`src/rtl/rename_map_nway.sv`:
```
`default_nettype none
// ============================================================================
// Module   : rename_map_nway
// Brief    : N-wide register renamer. Holds a speculative RAT, a committed
//            RAT and a circular free list, with intra-group dependency bypass
//            and single-cycle flush recovery.
// Revision : 1.0 - initial release
// ============================================================================
module rename_map_nway #(
    parameter  int NUM_ARCH = 32,
    parameter  int NUM_PHYS = 64,
    parameter  int WIDTH    = 2,
    localparam int AW       = $clog2(NUM_ARCH),
    localparam int PW       = $clog2(NUM_PHYS),
    localparam int FL_DEPTH = NUM_PHYS - NUM_ARCH,
    localparam int CW       = $clog2(FL_DEPTH + 1)
) (
    input  logic                clk,
    input  logic                rst,
    // rename group from decode
    input  logic [WIDTH-1:0]    rn_valid,
    input  logic [WIDTH*AW-1:0] rn_rs1,
    input  logic [WIDTH*AW-1:0] rn_rs2,
    input  logic [WIDTH*AW-1:0] rn_rd,
    input  logic [WIDTH-1:0]    rn_rd_we,
    output logic                rn_ready,
    output logic [WIDTH*PW-1:0] rn_rs1_p,
    output logic [WIDTH*PW-1:0] rn_rs2_p,
    output logic [WIDTH*PW-1:0] rn_new_p,
    output logic [WIDTH*PW-1:0] rn_old_p,
    output logic [WIDTH-1:0]    rn_alloc,
    // in-order commit lanes
    input  logic [WIDTH-1:0]    cm_valid,
    input  logic [WIDTH*AW-1:0] cm_arch,
    input  logic [WIDTH*PW-1:0] cm_new_p,
    input  logic [WIDTH*PW-1:0] cm_old_p,
    // recovery and status
    input  logic                flush,
    output logic [CW-1:0]       free_count,
    output logic                err
);

    localparam int FPW = (FL_DEPTH > 1) ? $clog2(FL_DEPTH) : 1;
    localparam int LCW = $clog2(WIDTH + 1);

    logic [PW-1:0]  spec_rat  [NUM_ARCH];
    logic [PW-1:0]  arch_rat  [NUM_ARCH];
    logic [PW-1:0]  arch_next [NUM_ARCH];
    logic [PW-1:0]  fl        [FL_DEPTH];
    logic [FPW-1:0] head;
    logic [FPW-1:0] tail;
    logic [FPW-1:0] commit_head;

    logic [WIDTH-1:0] lane_alloc;
    logic [PW-1:0]    lane_new [WIDTH];
    logic [LCW-1:0]   alloc_count;
    logic [WIDTH-1:0] push_en;
    logic [FPW-1:0]   push_idx [WIDTH];
    logic [LCW-1:0]   push_count;
    logic             bad_any;
    logic             fire;

    // Circular pointer advance; the list depth need not be a power of two.
    // A single wrap suffices because at most WIDTH <= FL_DEPTH steps are taken.
    function automatic logic [FPW-1:0] ptr_add(input logic [FPW-1:0] p, input int n);
        int s;
        s = int'(p) + n;
        if (s >= FL_DEPTH) s = s - FL_DEPTH;
        return s[FPW-1:0];
    endfunction

    // Group may rename only with room for a full group, judged on the registered count.
    assign rn_ready = (int'(free_count) >= WIDTH) && !flush;
    assign fire     = rn_ready & rn_valid[0];

    // Decide which lanes allocate and hand them consecutive free-list entries.
    always_comb begin
        logic [LCW-1:0] acnt;
        acnt       = '0;
        lane_alloc = '0;
        for (int i = 0; i < WIDTH; i++) begin
            lane_alloc[i] = rn_valid[i] & rn_rd_we[i] & (rn_rd[i*AW +: AW] != '0);
            lane_new[i]   = lane_alloc[i] ? fl[ptr_add(head, int'(acnt))] : '0;
            acnt          = acnt + LCW'(lane_alloc[i]);
        end
        alloc_count = acnt;
    end

    // Source and previous-dest lookup with bypass from older lanes of the same group.
    always_comb begin
        logic [PW-1:0] s1;
        logic [PW-1:0] s2;
        logic [PW-1:0] od;
        rn_rs1_p = '0;
        rn_rs2_p = '0;
        rn_old_p = '0;
        rn_new_p = '0;
        rn_alloc = lane_alloc;
        for (int i = 0; i < WIDTH; i++) begin
            s1 = spec_rat[rn_rs1[i*AW +: AW]];
            s2 = spec_rat[rn_rs2[i*AW +: AW]];
            od = spec_rat[rn_rd[i*AW +: AW]];
            // later (younger) writers override, so the nearest older lane wins
            for (int j = 0; j < i; j++) begin
                if (lane_alloc[j] && (rn_rd[j*AW +: AW] == rn_rs1[i*AW +: AW])) s1 = lane_new[j];
                if (lane_alloc[j] && (rn_rd[j*AW +: AW] == rn_rs2[i*AW +: AW])) s2 = lane_new[j];
                if (lane_alloc[j] && (rn_rd[j*AW +: AW] == rn_rd[i*AW +: AW]))  od = lane_new[j];
            end
            if (rn_rs1[i*AW +: AW] == '0) s1 = '0;
            if (rn_rs2[i*AW +: AW] == '0) s2 = '0;
            rn_rs1_p[i*PW +: PW] = s1;
            rn_rs2_p[i*PW +: PW] = s2;
            rn_old_p[i*PW +: PW] = lane_alloc[i] ? od : '0;
            rn_new_p[i*PW +: PW] = lane_new[i];
        end
    end

    // Commit decode: next committed map, free-list push slots and illegal-commit detect.
    always_comb begin
        logic [LCW-1:0] pcnt;
        pcnt      = '0;
        bad_any   = 1'b0;
        push_en   = '0;
        arch_next = arch_rat;
        for (int k = 0; k < WIDTH; k++) begin
            push_idx[k] = ptr_add(tail, int'(pcnt));
            if (cm_valid[k] && (cm_arch[k*AW +: AW] != '0)) begin
                if (cm_new_p[k*PW +: PW] != '0) begin
                    push_en[k]                      = 1'b1;
                    arch_next[cm_arch[k*AW +: AW]]  = cm_new_p[k*PW +: PW];
                    pcnt                            = pcnt + 1'b1;
                end else begin
                    bad_any = 1'b1;
                end
            end
        end
        push_count = pcnt;
    end

    // State update: commits every cycle, then flush recovery or a fired rename.
    always_ff @(posedge clk) begin
        if (rst) begin
            for (int a = 0; a < NUM_ARCH; a++) begin
                spec_rat[a] <= PW'(a);
                arch_rat[a] <= PW'(a);
            end
            for (int f = 0; f < FL_DEPTH; f++) begin
                fl[f] <= PW'(NUM_ARCH + f);
            end
            head        <= '0;
            tail        <= '0;
            commit_head <= '0;
            free_count  <= CW'(FL_DEPTH);
            err         <= 1'b0;
        end else begin
            arch_rat <= arch_next;
            for (int k = 0; k < WIDTH; k++) begin
                if (push_en[k]) fl[push_idx[k]] <= cm_old_p[k*PW +: PW];
            end
            tail        <= ptr_add(tail, int'(push_count));
            commit_head <= ptr_add(commit_head, int'(push_count));
            err         <= err | bad_any;
            if (flush) begin
                // every uncommitted allocation is reclaimed, so the list is full again
                spec_rat   <= arch_next;
                head       <= ptr_add(commit_head, int'(push_count));
                free_count <= CW'(FL_DEPTH);
            end else if (fire) begin
                for (int i = 0; i < WIDTH; i++) begin
                    if (lane_alloc[i]) spec_rat[rn_rd[i*AW +: AW]] <= lane_new[i];
                end
                head       <= ptr_add(head, int'(alloc_count));
                free_count <= free_count + CW'(push_count) - CW'(alloc_count);
            end else begin
                free_count <= free_count + CW'(push_count);
            end
        end
    end

`ifndef SYNTHESIS
    // Occupancy must stay within [0, FL_DEPTH] when commits are legal.
    always_ff @(posedge clk) begin
        if (!rst && !flush) begin
            assert (int'(free_count) + int'(push_count) - (fire ? int'(alloc_count) : 0) <= FL_DEPTH)
                else $error("free list overflow");
            assert (int'(free_count) + int'(push_count) - (fire ? int'(alloc_count) : 0) >= 0)
                else $error("free list underflow");
        end
    end
`endif

endmodule
`default_nettype wire

```
`config.mk`:
```
export PLATFORM = sky130hd
export DESIGN_NAME = rename_map_nway
export DESIGN_NICKNAME = d
export VERILOG_FILES = /design/src/rtl/rename_map_nway.sv
export SDC_FILE = /design/constraint.sdc
export NUM_CORES = 2
export LEC_CHECK = 0
export BUFFER_PORTS_ARGS = -buffer_cell sky130_fd_sc_hd__buf_2
export CAP_MARGIN = 20
export CORE_ASPECT_RATIO = 0.7
export CORE_MARGIN = 2
export CORE_UTILIZATION = 25
export CTS_BUF_LIST = sky130_fd_sc_hd__clkbuf_4 sky130_fd_sc_hd__clkbuf_8
export DETAILED_ROUTE_END_ITERATION = 7
export PLACE_DENSITY = 0.44
export SYNTH_ARGS = -nofsm -noshare
export SYNTH_HDL_FRONTEND = slang
export SYNTH_SLANG_ARGS = --single-unit
```
`constraint.sdc`:
```
create_clock -name clk -period 7.06 [get_ports clk]
set_clock_uncertainty 0.05 [all_clocks]
set_input_delay 0.353 -clock clk [delete_from_list [all_inputs] [get_ports clk]]
set_output_delay 0.353 -clock clk [all_outputs]
set_load 0.005 [all_outputs]
```
**Yosys cells after proc, flatten, opt, wreduce, memory -nomap -nowiden**

Memory sizes are Yosys's and may differ from the RTL's.
Index checks and enable logic that the tools add are counted.

- Register bits: 406
- RAM bits: 192
- Bits of input ports: 73
- Output and inout port bits: 58
- Logic and storage cells: 236
- Memories kept: 1

Memories:

| name | words | width | read ports | clocked after memory_dff | write ports | RTL line | RTL |
|---|---|---|---|---|---|---|---|
| fl | 32 | 6 | 2 | 0 | 32 | 49 | `logic [PW-1:0] fl [FL_DEPTH];` |

- Add/subtract/negate cells: 16
- Magnitude comparators: 20
- Eq/ne operators: 3
- Multiplexer cells: 88
- Bitwise operators: 14
- Reduce and logical (&&, ||, !) cells: 25

Operators by type and width:

| operator | number |
|---|---|
| 2-to-1 mux 192 bit | 11 |
| bitwise mux 192 bit | 4 |
| binary-select mux 6 bit (select 5 bit) | 6 |
| 2-to-1 mux 6 bit | 30 |
| demux 6 bit (select 5 bit) | 4 |
| greater-or-equal comparator 6 bit, second input constant | 13 |
| 2-to-1 mux 5 bit | 11 |
| NOT 5 -> 6 bit | 8 |
| subtractor 5 x 1 -> 5 bit, second input constant | 7 |
| less-than comparator 6 x 1 -> 1 bit, second input constant | 4 |
| zero test 5 bit | 4 |
| 2-to-1 mux 1 bit | 20 |
| nonzero test 5 bit | 4 |
| adder 5 x 2 -> 6 bit | 3 |
| equality test 5 bit | 3 |
| adder 5 x 1 -> 6 bit | 2 |
| greater-or-equal comparator 5 x 6 -> 1 bit, second input constant | 2 |
| nonzero test 6 bit | 2 |
| OR reduction 6 bit | 2 |
| logical AND 1 bit | 10 |
| adder 6 x 2 -> 6 bit | 1 |
| greater-or-equal comparator 6 x 2 -> 1 bit, second input constant | 1 |
| subtractor 6 x 2 -> 6 bit | 1 |
| AND 1 bit | 5 |
| 7 further kinds | 8 |

**Depth between registers and ports, before layout**

- Depth in word-level cells: 14
- Depth in mapped cells: 16
- Mapped depth without buffers: 12

**Worst setup path before layout**

No wires, ideal clock.

- Kind: input -> output
- From: input port rn_rd[4]
- To: output port rn_new_p[11]
- Data arrival time: 3.754 ns
- Data required time: 6.657 ns
- Setup slack: 2.903 ns
- Stages on the path: 14
- Path buffers: 4
- Cell sequence: or3_1 clkbuf_1 o21ai_1 inv_1 ha_1 ha_1 buf_4 clkbuf_1 mux4_2 a22o_1 a221oi_2 mux2i_1 clkbuf_1 and2_1

- Cells in the longest elaborated chain, start to end: 7
- Elaborated cells on any way between the ends: 8
- Those cells by class: 2 x add/sub; 1 x order compare; 2 x mux; 1 x bitwise; 1 x reduce/logical; 1 x memory

Ends and longest elaborated chain:

| what | RTL line | RTL |
|---|---|---|
| start: declaration | 24 | `input logic [WIDTH*AW-1:0] rn_rd,` |
| nonzero test 5 bit (*) | 82 | `lane_alloc[i] = rn_valid[i] & rn_rd_we[i] & (rn_rd[i*AW +: AW] != '0);` |
| AND 1 bit (*) | 82 |  |
| via rn_alloc[0] | 31 | `output logic [WIDTH-1:0] rn_alloc,` |
| adder 5 x 1 -> 6 bit (*) | 67 | `s = int'(p) + n;` |
| subtractor 5 x 1 -> 5 bit / greater-or-equal comparator 6 bit (equally long branches) | 68 | `if (s >= FL_DEPTH) s = s - FL_DEPTH;` |
| 2-to-1 mux 5 bit (*) | 68 |  |
| memory (32 x 6 bit) (*) | - |  |
| 2-to-1 mux 6 bit (*) | 83 | `lane_new[i] = lane_alloc[i] ? fl[ptr_add(head, int'(acnt))] : '0;` |
| end: declaration | 29 | `output logic [WIDTH*PW-1:0] rn_new_p,` |

The timed path passes the listed nets; every way through them passes the cells marked *.

**Worst setup path after layout**

- From: input port rn_rd[2]
- To: output port rn_new_p[10]

- Cells in the longest elaborated chain, start to end: 7
- Elaborated cells on any way between the ends: 8
- Those cells by class: 2 x add/sub; 1 x order compare; 2 x mux; 1 x bitwise; 1 x reduce/logical; 1 x memory

Ends and longest elaborated chain:

| what | RTL line |
|---|---|
| nonzero test 5 bit (*) | 82 |
| AND 1 bit (*) | 82 |
| adder 5 x 1 -> 6 bit (*) | 67 |
| subtractor 5 x 1 -> 5 bit / greater-or-equal comparator 6 bit (equally long branches) | 68 |
| 2-to-1 mux 5 bit (*) | 68 |
| memory (32 x 6 bit) (*) | - |
| 2-to-1 mux 6 bit (*) | 83 |

Mark *: on every way between the ends. The rest lies on a longest branch, timed or not.

==> impl_metrics.ini <==
[setup_path]
crit_type = input pin to primary output
rr_worst_depth = 9
timing.rr.start = head[0]
endpoint_kind = primary output
reg2reg_to = spec_rat[76]
required_ns = 6.66
rrSetupSlack_ns = 2.67
worst_ep_arrival_time_ns = 5.46
critPathLaunchType = input pin
worstPathMaxFanout = 36

[clock_tree]
cts_tree = yes
clock_latency_ns = 0.90
cts_buffer_depth = 3
root_buffer = clkbuf_8
cts_max_level = 3
cts_buffers = 110
cts.sinks = 603
clk_pin_slew_ns = 0.06

[final_layout]
area_delta_synth_final_pct = 13.1
fillers = 18900
drive_gt1_share_pct = 22.7
final_cells = 7198
final_nets = 4802
post-route-util_pct = 28.6

[timing]
worst_pin_slew_ns = 1.37
fmax_ghz = 0.170
slew_headroom_pct = 8.48
setup-violations-final = 0
finalCriticalPeriod_ns = 5.87
fin_crit_sh_pct = 83.1
tns_ns = 0
grt_setup_unrepaired = no
drv_slew = 0
hold_violations = 0

[route]
drcViolationCount = 0
drtIter0Drc = 9462
drt_pass1_iterations = 7
final_antenna_net_count = 0
wirelength_um = 286000
wire_per_inst_um = 39.8
vias_per_cell = 6.63
vias = 47700

[pwr]
switchingPower_mw = 4.12
p_int_mw = 6.55
seq_power_share_pct = 36.8
combPwrFrac_pct = 27.1
p_leak_nw = 16.3
p_per_area_mw_per_mm2 = 207
p_clk_share_pct = 36.1
sw_frac_of_total_pct = 38.6
ir_worst_vdd_uv = 141

[synthesis]
synth_area_mm2 = 0.0455
syn_avg_cell_area_um2 = 9.63
seq_area_frac_synth_pct = 30.8
ys_warn_count = 0
synth-seq-cells = 603
synth_edf_count = 192
synthDistinctLibCells = 102
syn_inst = 4724
async_flop_share_pct = 0
synth_ff_type = dfxtp_1
syn_nets = 4816

[floorplanning]
fp-row-count = 130
fp.dieArea_mm2 = 0.185
initial_utilization_pct = 25.3
core_area_mm2 = 0.180
die_x_um = 514
die_h_um = 361
ios = 131

[global_route]
track_usage_pct = 29.7
grt_pass1_vias = 42000
antenna_found_initial = 34
grt_pass1_wl_um = 382000
grt.overflow.total = 0
grt_max_degree = 85

[flow_run]
max_cap_violations = 0

[placed_design]
io_buffers = 130
gp_congestion = 1.11
hpwl_um = 212000
place_inst = 6953

[hold_path]
hp-class = input pin to flop
worstHoldStart = cm_arch[7]
hold_depth = 5
holdPathEnd = arch_rat[142]

[status]
outcome = completed
==> state kept, by name, indices dropped and copies added, names as in the netlist, named ones only <==
register,flops
arch_rat,192
err,1
commit_head,5
fl,192
free_count,6
spec_rat,192
tail,5
head,5
==> metal layers <==
layer	share of wire [%]	wire length [um]	track usage [%]
met3	20	57600	20.3
met5	0.15	429	0.801
met4	3.5	10100	8.46
met2	35	99700	35.3
met1	41	118000	41.4
==> area by class of cell <==
type / count / area (um2) / area share [%]
Sequential cell: 603 / 14000 / 27.2
Clock buffer: 161 / 2060 / 4.00
Tap cell: 2376 / 2970 / 5.78
Antenna cell: 17 / 42.5 / 0.0827
Timing Repair Buffer: 334 / 2250 / 4.38
Clock inverter: 46 / 380 / 0.739
Multi-Input combinational cell: 3624 / 29600 / 57.5
Inverter: 37 / 144 / 0.280
==> synthesized netlist by cell type, types with 33 or more instances <==
master | number | share of area (%)
a211o_1 | 40 | 0.77
a211oi_1 | 65 | 1.1
a21o_1 | 35 | 0.58
a21oi_1 | 359 | 3.9
a221o_1 | 33 | 0.73
a221oi_1 | 80 | 1.5
a22oi_1 | 94 | 1.6
a32o_1 | 51 | 1.1
and2_1 | 43 | 0.59
buf_1 | 43 | 0.35
buf_2 | 93 | 1.0
clkbuf_1 | 299 | 2.5
dfxtp_1 | 411 | 18
edfxtp_1 | 192 | 13
inv_1 | 34 | 0.28
mux2_2 | 72 | 1.8
mux2i_1 | 244 | 5.4
mux4_2 | 406 | 20
nand2_1 | 459 | 3.8
nand2b_1 | 65 | 0.89
nand3_1 | 72 | 0.79
nor2_1 | 533 | 4.4
nor2b_1 | 34 | 0.47
nor3_1 | 71 | 0.78
o211ai_1 | 74 | 1.2
o21ai_0 | 164 | 1.8
o221ai_1 | 47 | 0.90
o22ai_1 | 106 | 1.5
o32a_1 | 33 | 0.73
==> worst max-delay path by stage <==
stage	end	start	cells after the start	slack, ns
3_3_place_gp	spec_rat[76]	rn_rd[2]	13	1.46
5_1_grt	rn_new_p[10]	rn_rd[2]	12	1.21
6_report	rn_new_p[10]	rn_rd[2]	12	1.19
3_5_place_dp	spec_rat[76]	rn_rd[2]	13	1.33
2_1_floorplan	rn_new_p[11]	rn_rd[4]	14	2.90
4_1_cts	rn_new_p[10]	rn_rd[2]	12	1.36
==> worst max-delay path: stages <==
cell     delay (ns)
buf_2          0.31
or3_1          0.60
o21ai_1        0.35
inv_1          0.19
ha_4           0.22
ha_2           0.94
buf_4          0.37
mux4_2         0.34
a221o_1        0.40
mux2i_4        0.83
nor2_1         0.27
buf_2          0.22
==> cell usage in the layout (no fill, tap or decap), types with 28 or more instances in the layout <==
cell type | netlist | routed
nor2_1 | 533 | 530
nand2_1 | 459 | 457
dfxtp_1 | 411 | 409
mux4_2 | 406 | 406
a21oi_1 | 359 | 358
mux2i_1 | 244 | 240
edfxtp_1 | 192 | 192
buf_4 | 18 | 190
o21ai_0 | 164 | 161
clkbuf_8 | 0 | 138
buf_2 | 93 | 124
o22ai_1 | 106 | 106
a22oi_1 | 94 | 94
a221oi_1 | 80 | 80
o211ai_1 | 74 | 74
nand3_1 | 72 | 72
mux2_2 | 72 | 72
nor3_1 | 71 | 71
nand2b_1 | 65 | 65
a211oi_1 | 65 | 62
a32o_1 | 51 | 51
o221ai_1 | 47 | 46
and2_1 | 43 | 43
a211o_1 | 40 | 40
a21o_1 | 35 | 35
nor2b_1 | 34 | 34
o32a_1 | 33 | 33
inv_1 | 34 | 33
a221o_1 | 33 | 33
a31oi_1 | 32 | 32
clkbuf_4 | 0 | 31
a2bb2oi_1 | 28 | 28
==> stage by stage <==
| stage | power (mW) | setup WS, ns | hold slack, ns | area (um2) |
|---|---|---|---|---|
| finish | 10.7 | 1.19 | 0.0827 | 51500 |
| global route | 10.8 | 1.21 | 0.0696 | 51400 |
| CTS | 10.5 | 1.36 | 0.0276 | 51300 |
| detailed placement | 6.67 | 1.33 | 0.406 | 48800 |
| global placement | 6.66 | 1.46 | 0.405 | 48700 |
| floorplan | 5.35 | 2.90 | 0.388 | 45500 |
==> timing repair <==
item | CTS | global route
buffers inserted | 0 | 0
hold endpoints to repair | 27 | 0
setup endpoints to repair | 0 | 0
hold buffers | 8 | 0
resized for setup | 0 | 0
==> logic make-up after synthesis <==
| logic type | after synthesis | share of synthesized area, % |
|---|---|---|
| AOI/OAI and AO/OA | 1396 | 21.4 |
| xor gates and xnor gates | 38 | 0.789 |
| adders and majority gates | 19 | 0.605 |
| buffers and inverters | 497 | 4.61 |
| DFF | 603 | 30.8 |
| muxes | 725 | 27.4 |
| and+or+nand+nor | 1446 | 14.4 |
==> power by group through the flow <==
stage	Clock [mW]	Sequential (mW)	Combinational (mW)
floorplan	0	3.81	1.54
global placement	0	3.97	2.70
CTS	3.86	3.89	2.72
finish	3.85	3.93	2.89
detailed placement	0	3.97	2.71
global route	4.01	3.91	2.89
Power figures use the tool's default switching activity.
